## src/rtl/multicycle_ctrl.sv

```systemverilog
// Multi-cycle RV32I control FSM: FETCH/DECODE/EXEC/MEM/WB/TRAP over shared ALU, memory port and immgen.
// Latency: R/I/U/store 4 cycles, load 5, branch/JAL/JALR 3 (zero-wait memory); outputs are combinational from state.
// Backpressure: FETCH and MEM hold mem_req until mem_ready; MEM_TIMEOUT unacknowledged cycles -> TRAP.
// Optional macro MULTICYCLE_CTRL_PERF_EN adds the instret retired-instruction counter output.
module multicycle_ctrl #(
    parameter int MEM_TIMEOUT = 16,
    parameter int TMO_W       = 8
) (
    input  logic        clk,
    input  logic        rst_n,
    input  logic [31:0] inst,
    input  logic        mem_ready,
    input  logic        br_taken,
    output logic        mem_req,
    output logic        mem_we,
    output logic        addr_sel,
    output logic        ir_write,
    output logic        pc_write,
    output logic        pc_src,
    output logic [2:0]  imm_sel,
    output logic [1:0]  alu_src_a,
    output logic [1:0]  alu_src_b,
    output logic [1:0]  alu_op,
    output logic        reg_write,
    output logic [1:0]  wb_sel,
    output logic        illegal_inst,
`ifdef MULTICYCLE_CTRL_PERF_EN
    output logic [31:0] instret,
`endif
    output logic [2:0]  state_o
);

    typedef enum logic [2:0] {
        S_FETCH  = 3'd0,
        S_DECODE = 3'd1,
        S_EXEC   = 3'd2,
        S_MEM    = 3'd3,
        S_WB     = 3'd4,
        S_TRAP   = 3'd5
    } state_t;

    localparam logic [TMO_W-1:0] TMO_LAST = TMO_W'(MEM_TIMEOUT - 1);

    state_t           state_q, state_d;
    logic [TMO_W-1:0] cnt_q, cnt_d;
    logic             illegal_q, illegal_d;

    // Only the opcode field steers control; the rest of the IR feeds the datapath directly.
    logic [6:0] opcode;
    logic       unused_inst_bits;
    assign opcode           = inst[6:0];
    assign unused_inst_bits = ^inst[31:7];

    logic is_load, is_store, is_alui, is_alur, is_branch, is_jal, is_jalr, is_lui, is_auipc, is_legal;
    assign is_load   = (opcode == 7'b0000011);
    assign is_store  = (opcode == 7'b0100011);
    assign is_alui   = (opcode == 7'b0010011);
    assign is_alur   = (opcode == 7'b0110011);
    assign is_branch = (opcode == 7'b1100011);
    assign is_jal    = (opcode == 7'b1101111);
    assign is_jalr   = (opcode == 7'b1100111);
    assign is_lui    = (opcode == 7'b0110111);
    assign is_auipc  = (opcode == 7'b0010111);
    assign is_legal  = is_load | is_store | is_alui | is_alur | is_branch |
                       is_jal | is_jalr | is_lui | is_auipc;

    // Immediate format for the latched opcode; 7 means no immediate (R-type or illegal).
    logic [2:0] imm_dec;
    always_comb begin
        imm_dec = 3'd7;
        if (is_load || is_alui || is_jalr) imm_dec = 3'd0;
        else if (is_store)                 imm_dec = 3'd1;
        else if (is_branch)                imm_dec = 3'd2;
        else if (is_lui || is_auipc)       imm_dec = 3'd3;
        else if (is_jal)                   imm_dec = 3'd4;
    end

    // State, wait counter and sticky trap flag; reset wins over every transition.
    always_ff @(posedge clk) begin
        if (!rst_n) begin
            state_q   <= S_FETCH;
            cnt_q     <= '0;
            illegal_q <= 1'b0;
        end else begin
            state_q   <= state_d;
            cnt_q     <= cnt_d;
            illegal_q <= illegal_d;
        end
    end

    // Next-state and datapath control decode from current state and opcode.
    always_comb begin
        state_d   = state_q;
        cnt_d     = '0;
        illegal_d = illegal_q;
        mem_req   = 1'b0;
        mem_we    = 1'b0;
        addr_sel  = 1'b0;
        ir_write  = 1'b0;
        pc_write  = 1'b0;
        pc_src    = 1'b0;
        imm_sel   = 3'd7;
        alu_src_a = 2'd0;
        alu_src_b = 2'd0;
        alu_op    = 2'd0;
        reg_write = 1'b0;
        wb_sel    = 2'd0;

        case (state_q)
            S_FETCH: begin
                mem_req = 1'b1;
                if (mem_ready) begin
                    // Latch IR and advance PC by 4 through the shared ALU.
                    ir_write  = 1'b1;
                    pc_write  = 1'b1;
                    alu_src_a = 2'd1;
                    alu_src_b = 2'd2;
                    state_d   = S_DECODE;
                end else if (cnt_q == TMO_LAST) begin
                    state_d = S_TRAP;
                end else begin
                    cnt_d = cnt_q + 1'b1;
                end
            end
            S_DECODE: begin
                imm_sel = imm_dec;
                state_d = is_legal ? S_EXEC : S_TRAP;
            end
            S_EXEC: begin
                imm_sel = imm_dec;
                if (is_alur) begin
                    alu_op  = 2'd1;
                    state_d = S_WB;
                end else if (is_alui) begin
                    alu_src_b = 2'd1;
                    alu_op    = 2'd2;
                    state_d   = S_WB;
                end else if (is_load || is_store) begin
                    alu_src_b = 2'd1;
                    state_d   = S_MEM;
                end else if (is_branch) begin
                    // old_pc + B-imm is the target; comparator decides whether it is taken.
                    alu_src_a = 2'd2;
                    alu_src_b = 2'd1;
                    pc_write  = br_taken;
                    state_d   = S_FETCH;
                end else if (is_jal) begin
                    alu_src_a = 2'd2;
                    alu_src_b = 2'd1;
                    pc_write  = 1'b1;
                    reg_write = 1'b1;
                    wb_sel    = 2'd2;
                    state_d   = S_FETCH;
                end else if (is_jalr) begin
                    alu_src_b = 2'd1;
                    pc_src    = 1'b1;
                    pc_write  = 1'b1;
                    reg_write = 1'b1;
                    wb_sel    = 2'd2;
                    state_d   = S_FETCH;
                end else if (is_lui) begin
                    alu_src_a = 2'd3;
                    alu_src_b = 2'd1;
                    state_d   = S_WB;
                end else if (is_auipc) begin
                    alu_src_a = 2'd2;
                    alu_src_b = 2'd1;
                    state_d   = S_WB;
                end else begin
                    // Unreachable: DECODE already filtered illegal opcodes.
                    state_d = S_TRAP;
                end
            end
            S_MEM: begin
                mem_req  = 1'b1;
                addr_sel = 1'b1;
                mem_we   = is_store;
                if (mem_ready) begin
                    state_d = is_store ? S_FETCH : S_WB;
                end else if (cnt_q == TMO_LAST) begin
                    state_d = S_TRAP;
                end else begin
                    cnt_d = cnt_q + 1'b1;
                end
            end
            S_WB: begin
                reg_write = 1'b1;
                wb_sel    = is_load ? 2'd1 : 2'd0;
                state_d   = S_FETCH;
            end
            S_TRAP: begin
                state_d = S_TRAP;
            end
            default: begin
                state_d = S_TRAP;
            end
        endcase

        // Any entry into TRAP (illegal opcode or memory timeout) raises the sticky flag.
        if (state_d == S_TRAP) illegal_d = 1'b1;
    end

    assign illegal_inst = illegal_q;
    assign state_o      = state_q;

`ifdef MULTICYCLE_CTRL_PERF_EN
    logic        retire;
    logic [31:0] instret_q;
    assign retire = ((state_q == S_EXEC) || (state_q == S_MEM) || (state_q == S_WB)) &&
                    (state_d == S_FETCH);

    // Retired-instruction counter; bumps on the return to FETCH and wraps naturally.
    always_ff @(posedge clk) begin
        if (!rst_n)      instret_q <= '0;
        else if (retire) instret_q <= instret_q + 32'd1;
    end
    assign instret = instret_q;
`endif

endmodule

```

## config.mk

```make
export PLATFORM = sky130hd
export DESIGN_NAME = multicycle_ctrl
export DESIGN_NICKNAME = d
export VERILOG_FILES = /design/src/rtl/multicycle_ctrl.sv
export SDC_FILE = /design/constraint.sdc
export NUM_CORES = 1
export LEC_CHECK = 0
export ABC_AREA = 1
export BUFFER_PORTS_ARGS = -buffer_cell sky130_fd_sc_hd__buf_2
export CORE_UTILIZATION = 38
export DETAILED_ROUTE_END_ITERATION = 8
export PLACE_DENSITY = 0.86
export SYNTH_ARGS = -nofsm -noshare
export SYNTH_HDL_FRONTEND = slang
export SYNTH_SLANG_ARGS = --single-unit
```

## constraint.sdc

```tcl
create_clock -name clk -period 1.35 [get_ports clk]
set_clock_uncertainty 0.05 [all_clocks]
set_input_delay 0 -clock clk [delete_from_list [all_inputs] [get_ports clk]]
set_output_delay 0 -clock clk [all_outputs]
set_load 0.005 [all_outputs]
```

=== Yosys cells after proc, flatten, opt, wreduce, memory -nomap -nowiden ===
Cells that the tools add are included.

* Memory bits (writable): 0
* Latch bits: 0
* ROM bits: 0
* Memories: 0
* Register bits: 12
* Input port bits: 36
* Output and inout port bits: 22
* Word-level logic and storage cells: 111

* Reductions and logical operators: 8
* $mul: 0
* Div/mod/pow operators: 0
* $add $sub $neg: 1
* Eq/ne operators: 15
* Order comparisons: 0
* Mux-type cells: 74
* Bitwise gates (word level): 10
* Shift operators: 0

{| class="wikitable"
|+ Operators with widths
! cell !! count
|-
| 2-to-1 mux 3 bit || 16
|-
| 2-to-1 mux 2 bit || 19
|-
| 2-to-1 mux 1 bit || 33
|-
| == test 7 x 6 -> 1 bit, second input constant || 3
|-
| == test 7 bit, second input constant || 3
|-
| one-hot mux 3 bit (5 select lines) || 1
|-
| == test 7 x 5 -> 1 bit, second input constant || 2
|-
| one-hot mux 2 bit (2 select lines) || 3
|-
| adder 8 x 1 -> 8 bit, second input constant || 1
|-
| == test 8 x 4 -> 1 bit, second input constant || 1
|-
| OR 1 bit || 8
|-
| == test 7 x 2 -> 1 bit, second input constant || 1
|-
| == test 3 x 2 -> 1 bit, second input constant || 2
|-
| == test 3 bit, second input constant || 2
|-
| logical OR 1 bit || 4
|-
| one-hot mux 1 bit (2 select lines) || 2
|-
| OR reduction 2 bit || 2
|-
| OR reduction 4 bit || 1
|-
| == test 3 x 1 -> 1 bit, second input constant || 1
|-
| logical NOT 3 bit || 1
|-
| inverter 1 bit || 2
|}

=== Longest topological paths before layout ===
Gate-level depths: netlist (run 1).

* Word-level depth: 12
* Mapped depth: 11
* Depth with buffers taken out: 11

=== Worst setup path after synthesis (run 1) ===
Ideal clock, no wire load.

* Kind: flip-flop to flip-flop
* Start point: reg cnt_q[0]
* End point: reg illegal_q, in the netlist illegal_inst
* Setup time: 0.116 ns
* Slack: 0.029 ns
* Clock period less this slack: 1.321 ns
* Path buffers: 0
* Data required time: 1.184 ns
* Data arrival time: 1.155 ns
* Cell stages (with the launch flop): 10
* Cells stage by stage: dfxtp_1 ha_1 nand2_1 nor2_1 nand3_1 nand3_1 a21oi_1 nand3_1 nand2_1 a21oi_1

* Cells in the longest elaborated chain, start to end: 5
* Elaborated cells between the ends (all ways): 6
* Classes of those cells: 2 x eq/ne; 4 x mux

{| class="wikitable"
|+ Ends and longest elaborated chain
! item !! RTL line !! source
|-
| start: declaration || 45 || <nowiki>logic [TMO_W-1:0] cnt_q, cnt_d;</nowiki>
|-
| start signal: assignment || 86 || <nowiki>cnt_q <= cnt_d;</nowiki>
|-
| == test 8 x 4 -> 1 bit * || 119, 180 ||
|-
| 2-to-1 mux 3 bit * || 119, 180 ||
|-
| 2-to-1 mux 3 bit, on equally long branches || 178, 112 ||
|-
| one-hot mux 3 bit (5 select lines) * || 109 || <nowiki>case (state_q)</nowiki>
|-
| == test 3 bit * || 200 || <nowiki>if (state_d == S_TRAP) illegal_d = 1'b1;</nowiki>
|-
| end signal: assignment || 87 || <nowiki>illegal_q <= illegal_d;</nowiki>
|-
| end: declaration || 46 || <nowiki>logic illegal_q, illegal_d;</nowiki>
|}

Mark *: on every way between the ends. The rest lies on a longest branch, timed or not.
A chain may end at the register's enable or synchronous reset.

=== Worst setup path after layout (run 1) ===
* Start point: reg state_q[0], in the netlist state_o[0]
* End point: out pc_write

* Cells in the longest elaborated chain, start to end: 2
* Elaborated cells between the ends (all ways): 3
* Classes of those cells: 1 x eq/ne; 1 x mux; 1 x reduce/logical

{| class="wikitable"
|+ Ends and longest elaborated chain
! item !! RTL line !! source
|-
| start: declaration || 44 || <nowiki>state_t state_q, state_d;</nowiki>
|-
| start signal: assignment || 85 || <nowiki>state_q <= state_d;</nowiki>
|-
| == test 3 x 2 -> 1 bit / logical NOT 3 bit (equally long branches) || 109 ||
|-
| one-hot mux 1 bit (2 select lines) * || 109 ||
|-
| end: declaration || 18 || <nowiki>output logic pc_write,</nowiki>
|}

Marked as above.

==> results of run 1 <==
-- synthesized netlist by cell type, types with 3 or more instances --
cell	instances	area [um2]
nand4_1	3	18.77
or2_2	3	18.77
nand2_1	22	82.58
inv_1	16	60.06
nand3_2	3	30.03
nor2_4	3	33.78
nand2_2	4	25.02
o21ai_0	6	30.03
nand3_1	10	50.05
nor3b_1	3	22.52
inv_2	9	33.78
dfxtp_1	12	240.2
nor3_1	6	30.03
a21oi_1	6	30.03
nor2_1	20	75.07
-- registers in the layout (all words and copies together), names as in the netlist --
name	cells
cnt_q	8
state_o	3
illegal_inst	1
-- worst max-delay path, delay by kind of cell, from the launching register on --
kind	cells	cell delay (ns)
AO/OA/AOI/OAI	1	0.06
buffers and inverters	2	0.24
AND/OR/NAND/NOR	3	0.50
flip-flops	1	0.37
-- kinds of logic after synthesis --
logic type | Yosys count | share of synthesized area (%)
and+or+nand+nor | 82 | 48.37
buffers and inverters | 26 | 10.98
AOI/OAI and AO/OA | 18 | 11.38
xor gates and xnor gates | 2 | 1.897
adders and majority gates | 1 | 1.355
DFF | 12 | 26.02
-- per-layer routing --
metal	vias up	wire [um]	track usage, %
met5	-	0	0
met4	0	86	6.757
met2	63	1573	35.75
met3	13	196	2.381
met1	521	1344	26.26
li1	572	-	-
-- cell type report --
type / count / area share [%]
multi-input combinational: 103 / 49.18
timing repair buffer: 50 / 21.35
sequential: 12 / 17.72
inverter: 25 / 6.828
clock buffer: 4 / 2.506
tap: 28 / 2.420
-- power by group through the flow --
stage	combinational, mW	sequential (mW)	clock (mW)
after floorplan	0.215	0.423	0
after detailed placement	0.339	0.426	0
after global routing	0.500	0.437	0.300
after CTS	0.377	0.424	0.282
after global placement	0.332	0.423	0
final	0.464	0.432	0.289
-- through the flow --
stage               utilization [%]   TNS, ns
finish                        64.21    -1.353
global route                  64.21    -2.287
CTS                           58.77   -0.6321
detailed placement            52.28   -0.3071
global placement              52.28  -0.05752
floorplan                         -         0
-- final timing paths --
path	start	to	slack, ns	depth (start not counted)
worst max-delay path	state_o[0]	pc_write	-0.15	6
worst min-delay path	mem_ready	state_o[1]	0.16	4
worst max register to register	state_o[0]	illegal_inst	-0.12	9
worst min register to register	illegal_inst	illegal_inst	0.41	2
-- timing repair --
action / 4_1_cts / 5_1_grt
hold buffers: 1 / 0
pin swaps: 7 / 9
setup endpoints to repair: 20 / 19
hold endpoints to repair: 4 / 0
setup buffers: 3 / 5
resized for setup: 24 / 23
==> metrics.yaml, run 1 <==
status: "complete, but fails checks"
violations: "setup timing"
synth_nets: 178
min_period_over_period_pct: 111.4
netlist_area_um2: 923.4
final_cell_area_um2: 1448
hold_path.class: "in -> reg"
critPathMaxFanout: 6
mostFrequentLayoutCells: "buf_2, nand2_1, nor2_1, inv_1, buf_4"
tightest_slew_ns: 0.3276
cts.path.max_buffers: 2
die_h_um: 51.30
crit_path_max_incr_delay_ns: 0.37
seq_power_share_pct: 36.5
cp.required_ns: 1.30
num_vias: 1169
gp_congestion: 0.8220
power_density_nw_per_um2: 818.5
internal_power_mw: 0.7392
slew_headroom_pct: 78.10
drtAntennaViolNets: 0
rsz0062_at_grt: "yes"
core_um2: 2255
drive_gt1_share_pct: 55.15
drt_iter0_markers: 42
cts.sinks: 12
grt_remaining_overflow: 0
maxCapViolations: 0
peakVddDrop_uv: 461.5
track_usage_pct: 20.60
setup_ws_ns: -0.1545
pin_count: 58
port_buffers: 32
max_freq_mhz: 664.7
root_buffer: "clkbuf_4"
drt-total-wl_mm: 3.200
core.rowCount: 17
path_class: "reg -> out"
clkTransAtPathRegs_ns: 0.07
grt_pass1_wl_mm: 4.167
swShare_pct: 37.62
grt_pass1_vias: 984
slew_violations: 0
power.switching_mw: 0.4457
period_minus_slack_ns: 1.505
antenna_found_initial: 0
stdcell_count: 222
cts_made_buffers: 3
drc: 0
cts_tree: "done"
synth-async-reset-ratio_pct: 0
regArea_um2: 256.5
synth_edf_count: 0
area_growth_pct: 56.78
placed_area_um2: 1179
fp.dieW_um: 51.30
worst_setup_path_start_kind: "flip-flop"
first_pass_iters: 4
end_kind: "output port"
synthFlopType: "dfxtp_1"
yosysWarnings: 0
nets: 232
multi_input_area_um2: 711.9
dp_cells: 209
power_mw: 1.185
hpwl_mm: 1.852
hold_slack_ns: 0.1627
grt_max_degree: 9
p_clk_share_pct: 24.4
synth-seq-cells: 12
final_common_cell: "buf_2"
ys_types: 27
routedWlPerCell_um: 14.41
dp_slack_ns: -0.1250
setup_violations: 15
htree_levels: 1
initial_utilization_pct: 40.95
n_antenna_cell: 0
cp_slowest_cell: "dfxtp_4"
finalHoldViolCount: 0
ys_seq_area_share_pct: 26.02
insertion_delay_ns: 0.28
cp_data_arrival_time_ns: 1.45
path_cells: "nor2_1 -> nand2_1 -> nor2_2 -> inv_1 -> o31ai_2 -> buf_2"
leakage_nw: 0.6775
avgSynthCellArea_um2: 6.549
combinationalPowerShare_pct: 39.1
viasPerCell: 5.266
fill_cells: 180
syn_inst: 141
dieArea_um2: 2631
No activity file was read; power rests on OpenSTA's default activity.
==> run 2: changes to the inputs <==
--- a/config.mk
+++ b/config.mk
@@ -7,9 +7,11 @@
 export LEC_CHECK = 0
 export ABC_AREA = 1
 export BUFFER_PORTS_ARGS = -buffer_cell sky130_fd_sc_hd__buf_2
-export CORE_UTILIZATION = 38
+export CELL_PAD_IN_SITES_DETAIL_PLACEMENT = 2
+export CELL_PAD_IN_SITES_GLOBAL_PLACEMENT = 2
+export CORE_UTILIZATION = 18
 export DETAILED_ROUTE_END_ITERATION = 8
-export PLACE_DENSITY = 0.86
+export PLACE_DENSITY = 0.85
 export SYNTH_ARGS = -nofsm -noshare
 export SYNTH_HDL_FRONTEND = slang
 export SYNTH_SLANG_ARGS = --single-unit
==> run 2 against run 1 <==
Compared with the run above:
- the run still ends with setup timing left
- combinational power up 23%
- final area is 15% higher
- sequential share of layout area is 2.5 points lower
- flip-flop and latch count did not move
- total power grew 20%
- critical path depth up 1
- sequential power is 1% higher
- count of clock-buffer cells in the layout unchanged
- global-route usage is 5.0 points lower
- register-to-register slack better by 0.04 ns
- final cell count is 21% higher
- clock power grew 46%
- largest power group unchanged
==> metrics.yaml, run 2 (synthesis gave the netlist of run 1 again) <==
status: "complete, but fails checks"
violations: "setup timing"
rsz0062_at_grt: "yes"
nets: 240  # +3.4%
utilization_pct: 34.60  # -30 points
finalHoldViolCount: 0  # unchanged
cts.sinks: 12  # unchanged
fp.dieW_um: 73.63  # +44%
hold_slack_ns: 0.2342  # +0.07151 ns
largest_reg_flops: 8  # unchanged
cts_tree: "done"
seq_power_share_pct: 30.7  # -5.8 points
period_minus_slack_ns: 1.458  # -0.04618 ns
fill_cells: 593  # +230%
dp_cells: 250  # +20%
maxCapViolations: 0  # unchanged
topRoutingLayerUsed: "met4"
hpwl_mm: 2.717  # +47%
clkTransAtPathRegs_ns: 0.06  # about the same
cp_data_arrival_time_ns: 1.41  # -0.04 ns
pin_count: 58  # unchanged
max_freq_mhz: 685.7  # +3.2%
viasPerCell: 4.569  # -13%
end_kind: "output port"
stdcell_count: 269  # +21%
path_cells: "inv_2 -> nor3_4 -> buf_6 -> buf_6 -> or2_4 -> o21ai_2 -> buf_2"
p_clk_share_pct: 29.5  # +5.1 points
cp_common_cell: "buf_6"
drt-total-wl_mm: 4.488  # +40%
grt_remaining_overflow: 0  # unchanged
initial_utilization_pct: 19.17  # -22 points
dp_slack_ns: -0.1486  # -0.02363 ns
insertion_delay_ns: 0.25  # -0.03 ns
grt_pass1_wl_mm: 6.506  # +56%
internal_power_mw: 0.9012  # +22%
root_buffer: "clkbuf_8"
first_pass_iters: 4  # unchanged
path_class: "reg -> out"
largest_register: "cnt_q"
min_period_over_period_pct: 108.0  # -3.4 points
drt_iter0_markers: 33  # -21%
leakage_nw: 0.7444  # +9.9%
htree_levels: 1  # unchanged
num_vias: 1229  # +5.1%
combinationalPowerShare_pct: 39.8  # +0.7 points
crit_path_max_incr_delay_ns: 0.37  # about the same
tightest_slew_ns: 0.3770  # +0.04943 ns
wl_met3_um: 67  # -66%
setup_ws_ns: -0.1083  # +0.04618 ns
final_common_cell: "buf_2"
final.setup.tns_ns: -0.5898  # +0.7630 ns
crit_family: "buffers and inverters"
gp_congestion: 0.7608  # -7.4%
grt_pass1_vias: 1284  # +30%
cp.required_ns: 1.30  # about the same
antenna_found_initial: 0  # unchanged
area_growth_pct: 80.49
critPathBufInv: 4  # +2
drive_gt1_share_pct: 65.35  # +10 points
setup_violations: 9  # -6
track_usage_pct: 15.57  # -5.0 points
mostFrequentLayoutCells: "buf_2, buf_4, nand2_1, nor2_1, inv_1"
slew_violations: 0  # unchanged
n_antenna_cell: 0  # unchanged
drtAntennaViolNets: 0  # unchanged
met1_length_mm: 2.021  # +50%
hold_path.class: "in -> reg"
drc: 0  # unchanged
worst_setup_path_start_kind: "flip-flop"
peakVddDrop_uv: 278.7  # -40%
slew_headroom_pct: 74.84  # -3.3 points
grt_max_degree: 9  # unchanged
swShare_pct: 36.87  # -0.75 points
port_buffers: 32  # unchanged
routedWlPerCell_um: 16.68  # +16%
core.rowCount: 25  # +8
wl_met2_mm: 2.279  # +45%
core_um2: 4817  # +110%
cts.path.max_buffers: 2  # unchanged
dieArea_um2: 5421  # +110%
power_density_nw_per_um2: 856.5  # +4.6%
power.switching_mw: 0.5263  # +18%
cp_slowest_cell: "dfxtp_4"
cts_made_buffers: 3  # unchanged
die_h_um: 73.63  # +44%
critPathMaxFanout: 6  # unchanged
-- run 2: layer usage --
layer  global-route usage [%]  vias to the layer above
met5                        0                        -
met4                    4.060                        0
met3                    2.058                       12
met2                    29.46                       26
met1                    18.18                      605
li1                         -                      586
-- run 2: path summary, 6_finish.rpt --
check	from	endpoint	slack, ns	cells past startpoint
setup / recovery	state_o[1]	imm_sel[1]	-0.11	7
hold / removal	mem_ready	state_o[0]	0.23	4
setup reg to reg	state_o[0]	illegal_inst	-0.08	7
hold reg to reg	illegal_inst	illegal_inst	0.46	2
-- run 2: cell type report --
type	instances	area (um2)	share of cell area (%)
flip-flops and latches	12	254.0	15.24
inverters	25	106.4	6.381
repair buffers	58	385.4	23.12
well taps	67	83.83	5.030
clock buffers	4	55.05	3.303
multi-input cells	103	782.0	46.92
-- run 2: power groups by stage --
| stage | sequential [mW] | combinational, mW | clock (mW) |
|---|---|---|---|
| after global routing | 0.443 | 0.616 | 0.438 |
| after CTS | 0.428 | 0.498 | 0.412 |
| after detailed placement | 0.430 | 0.418 | 0 |
| after global placement | 0.427 | 0.404 | 0 |
| after floorplan | 0.423 | 0.215 | 0 |
| final | 0.438 | 0.569 | 0.421 |
-- run 2: worst min-delay path: stages --
cell	delay [ns]
buf_2	0.09
o21ai_1	0.08
a21oi_2	0.19
a31oi_1	0.13
-- run 2: through the flow --
stage               instance area (um2)  total power [mW]
global route                       1667             1.496
finish                             1667             1.428
global placement                   1242            0.8307
detailed placement                 1242            0.8482
floorplan                         923.4            0.6375
CTS                                1481             1.338
-- run 2: what timing repair did --
action | 4_1_cts | 5_1_grt
endpoints found under the hold margin | 1 | 0
setup endpoints to repair | 26 | 23
buffers inserted | 5 | 9
pin swaps | 6 | 19
resized for setup | 40 | 35
hold buffers | 1 | 0
==> run 3: changes to the inputs <==
--- a/config.mk
+++ b/config.mk
@@ -9,6 +9,7 @@
 export BUFFER_PORTS_ARGS = -buffer_cell sky130_fd_sc_hd__buf_2
 export CELL_PAD_IN_SITES_DETAIL_PLACEMENT = 2
 export CELL_PAD_IN_SITES_GLOBAL_PLACEMENT = 2
+export CORE_MARGIN = 1.5
 export CORE_UTILIZATION = 18
 export DETAILED_ROUTE_END_ITERATION = 8
 export PLACE_DENSITY = 0.85
==> run 3 against run 2 <==
Compared with the run above:
- the flow still finishes with violations (setup timing)
- flip-flop and latch count unchanged
- sequential share of layout area up 0.72 points
- largest power group unchanged
- via count is 5.0% lower
- wire length increased by 0.47%
- final area is 3.1% lower
==> metrics.yaml, run 3 (synthesis gave the netlist of run 1 again) <==
hold_path.class: "in -> reg"
r2r_start: "cnt_q[0]"
critPathMaxFanout: 4  # -2
setup_violations: 21  # +12
max_freq_mhz: 667.2  # -2.7%
hold_end: "state_o[1]"
largest_register: "cnt_q"
area_growth_pct: 74.93
leakage_nw: 0.6956  # -6.6%
worst_setup_path_start_kind: "flip-flop"
maxCapViolations: 0  # unchanged
finalHoldViolCount: 0  # unchanged
drc: 0  # unchanged
num_vias: 1167  # -5.0%
slew_headroom_pct: 72.37  # -2.5 points
crit_path_max_incr_delay_ns: 0.35  # -0.02 ns
grt_max_degree: 9  # unchanged
cts.path.max_buffers: 2  # unchanged
drt-total-wl_mm: 4.509  # +0.47%
path_cells: "ha_4 -> nand2_4 -> nor2_4 -> nand3_4 -> nand3_2 -> a21oi_2 -> nand3_1 -> nand2_1 -> a21oi_2"
pin_count: 58  # unchanged
cp_common_cell: "a21oi_2"
port_buffers: 32  # unchanged
core.rowCount: 25  # unchanged
clkTransAtPathRegs_ns: 0.06  # about the same
hold_slack_ns: 0.1802  # -0.05399 ns
mostFrequentLayoutCells: "buf_2, nand2_1, buf_4, inv_1"
cp.required_ns: 1.44  # +0.14 ns
hold_start: "mem_ready"
hpwl_mm: 2.718  # about the same
root_buffer: "clkbuf_8"
viasPerCell: 4.454  # -2.5%
setup_ws_ns: -0.1489  # -0.04055 ns
cts_made_buffers: 3  # unchanged
reg2reg_depth: 9  # +2
peakVddDrop_uv: 311.8  # +12%
end_kind: "flip-flop"
period_minus_slack_ns: 1.499  # +0.04055 ns
tightest_slew_ns: 0.4113  # +0.03432 ns
dieArea_um2: 5569  # +2.7%
cts_tree: "done"
violations: "setup timing"
cp_data_arrival_time_ns: 1.59  # +0.18 ns
path_class: "reg -> reg"
initial_utilization_pct: 19.17  # unchanged
crit_family: "simple AND/OR/NAND/NOR gates"
grt_pass1_vias: 1293  # +0.70%
htree_levels: 1  # unchanged
final_common_cell: "buf_2"
utilization_pct: 33.53  # -1.1 points
first_pass_iters: 4  # unchanged
cp_slowest_cell: "dfxtp_2"
core_um2: 4817  # unchanged
largest_reg_flops: 8  # unchanged
gp_congestion: 0.7873  # +3.5%
routedWlPerCell_um: 17.21  # +3.2%
critPathBufInv: 0  # -4
drt_iter0_markers: 39  # +18%
cts.sinks: 12  # unchanged
grt_pass1_wl_mm: 6.334  # -2.6%
nets: 233  # -2.9%
drtAntennaViolNets: 0  # unchanged
hold_path_depth: 4  # unchanged
min_period_over_period_pct: 111.0  # +3.0 points
timing.rr.end: "illegal_inst"
power_density_nw_per_um2: 873.0  # +1.9%
fill_cells: 586  # -1.2%
drive_gt1_share_pct: 65.64  # +0.29 points
n_antenna_cell: 0  # unchanged
insertion_delay_ns: 0.25  # about the same
track_usage_pct: 14.96  # -0.61 points
reg2reg_slack_ns: -0.15  # -0.07 ns
status: "complete, but fails checks"
grt_remaining_overflow: 0  # unchanged
fp.dieW_um: 74.63  # +1.4%
antenna_found_initial: 0  # unchanged
rsz0062_at_grt: "yes"
slew_violations: 0  # unchanged
die_h_um: 74.63  # +1.4%
run 3: changes by cell type in the layout (fill, tap and decap cells not counted), sizes merged:
cell / delta
buf: -7
run 3: layout make-up:
cell class,count,area (um2),area share [%]
Clock buffer,4,55.05,3.408
Timing Repair Buffer,51,316.6,19.60
Multi-Input combinational cell,103,805.8,49.88
Sequential cell,12,257.7,15.96
Inverter,25,96.34,5.964
Tap cell,67,83.83,5.190
run 3: worst max-delay path by stage:
stage / startpoint / slack [ns] / cells past startpoint / to
4_1_cts: state_o[0] / -0.07 / 5 / alu_op[0]
6_report: cnt_q[0] / -0.15 / 9 / illegal_inst
5_1_grt: cnt_q[0] / -0.24 / 9 / illegal_inst
3_3_place_gp: state_o[0] / -0.04 / 6 / illegal_inst
3_5_place_dp: state_o[0] / -0.13 / 6 / illegal_inst
2_1_floorplan: cnt_q[0] / 0.03 / 9 / illegal_inst
run 3: metrics by stage:
| stage | TNS (ns) | cell area [um2] | setup WS (ns) | cells | total power, mW |
|---|---|---|---|---|---|
| after global routing | -2.433 | 1615 | -0.2424 | 262 | 1.485 |
| after global placement | -0.06871 | 1235 | -0.03845 | 249 | 0.8045 |
| after floorplan | 0 | 923.4 | 0.02872 | 141 | 0.6375 |
| after detailed placement | -0.3961 | 1235 | -0.1288 | 249 | 0.8225 |
| final | -0.9866 | 1615 | -0.1489 | 262 | 1.410 |
| after CTS | -0.3612 | 1448 | -0.07097 | 258 | 1.304 |
run 3: what timing repair did:
item | 4_1_cts | 5_1_grt
endpoints found under the setup margin | 23 | 27
hold endpoints to repair | 1 | 0
hold buffers | 1 | 0
pin swaps | 6 | 11
gates cloned | 0 | 0
gates resized for setup | 36 | 37
setup buffers | 4 | 4
run 3: where the power goes:
part / switching (mW) / internal, mW
combinational: 0.339 / 0.223
sequential: 0.0463 / 0.388
clock: 0.154 / 0.259
run 3: per-layer routing:
layer	share of wire [%]	vias up	track usage [%]
met5	0	-	0
met4	0.93	0	3.434
met3	2.2	4	1.606
met2	52	22	28.08
met1	45	574	18.28
li1	-	567	-
run 3: worst min-delay path: stages:
cell	delay, ns
buf_2	0.09
inv_1	0.15
nand3_1	0.13
a21oi_1	0.06
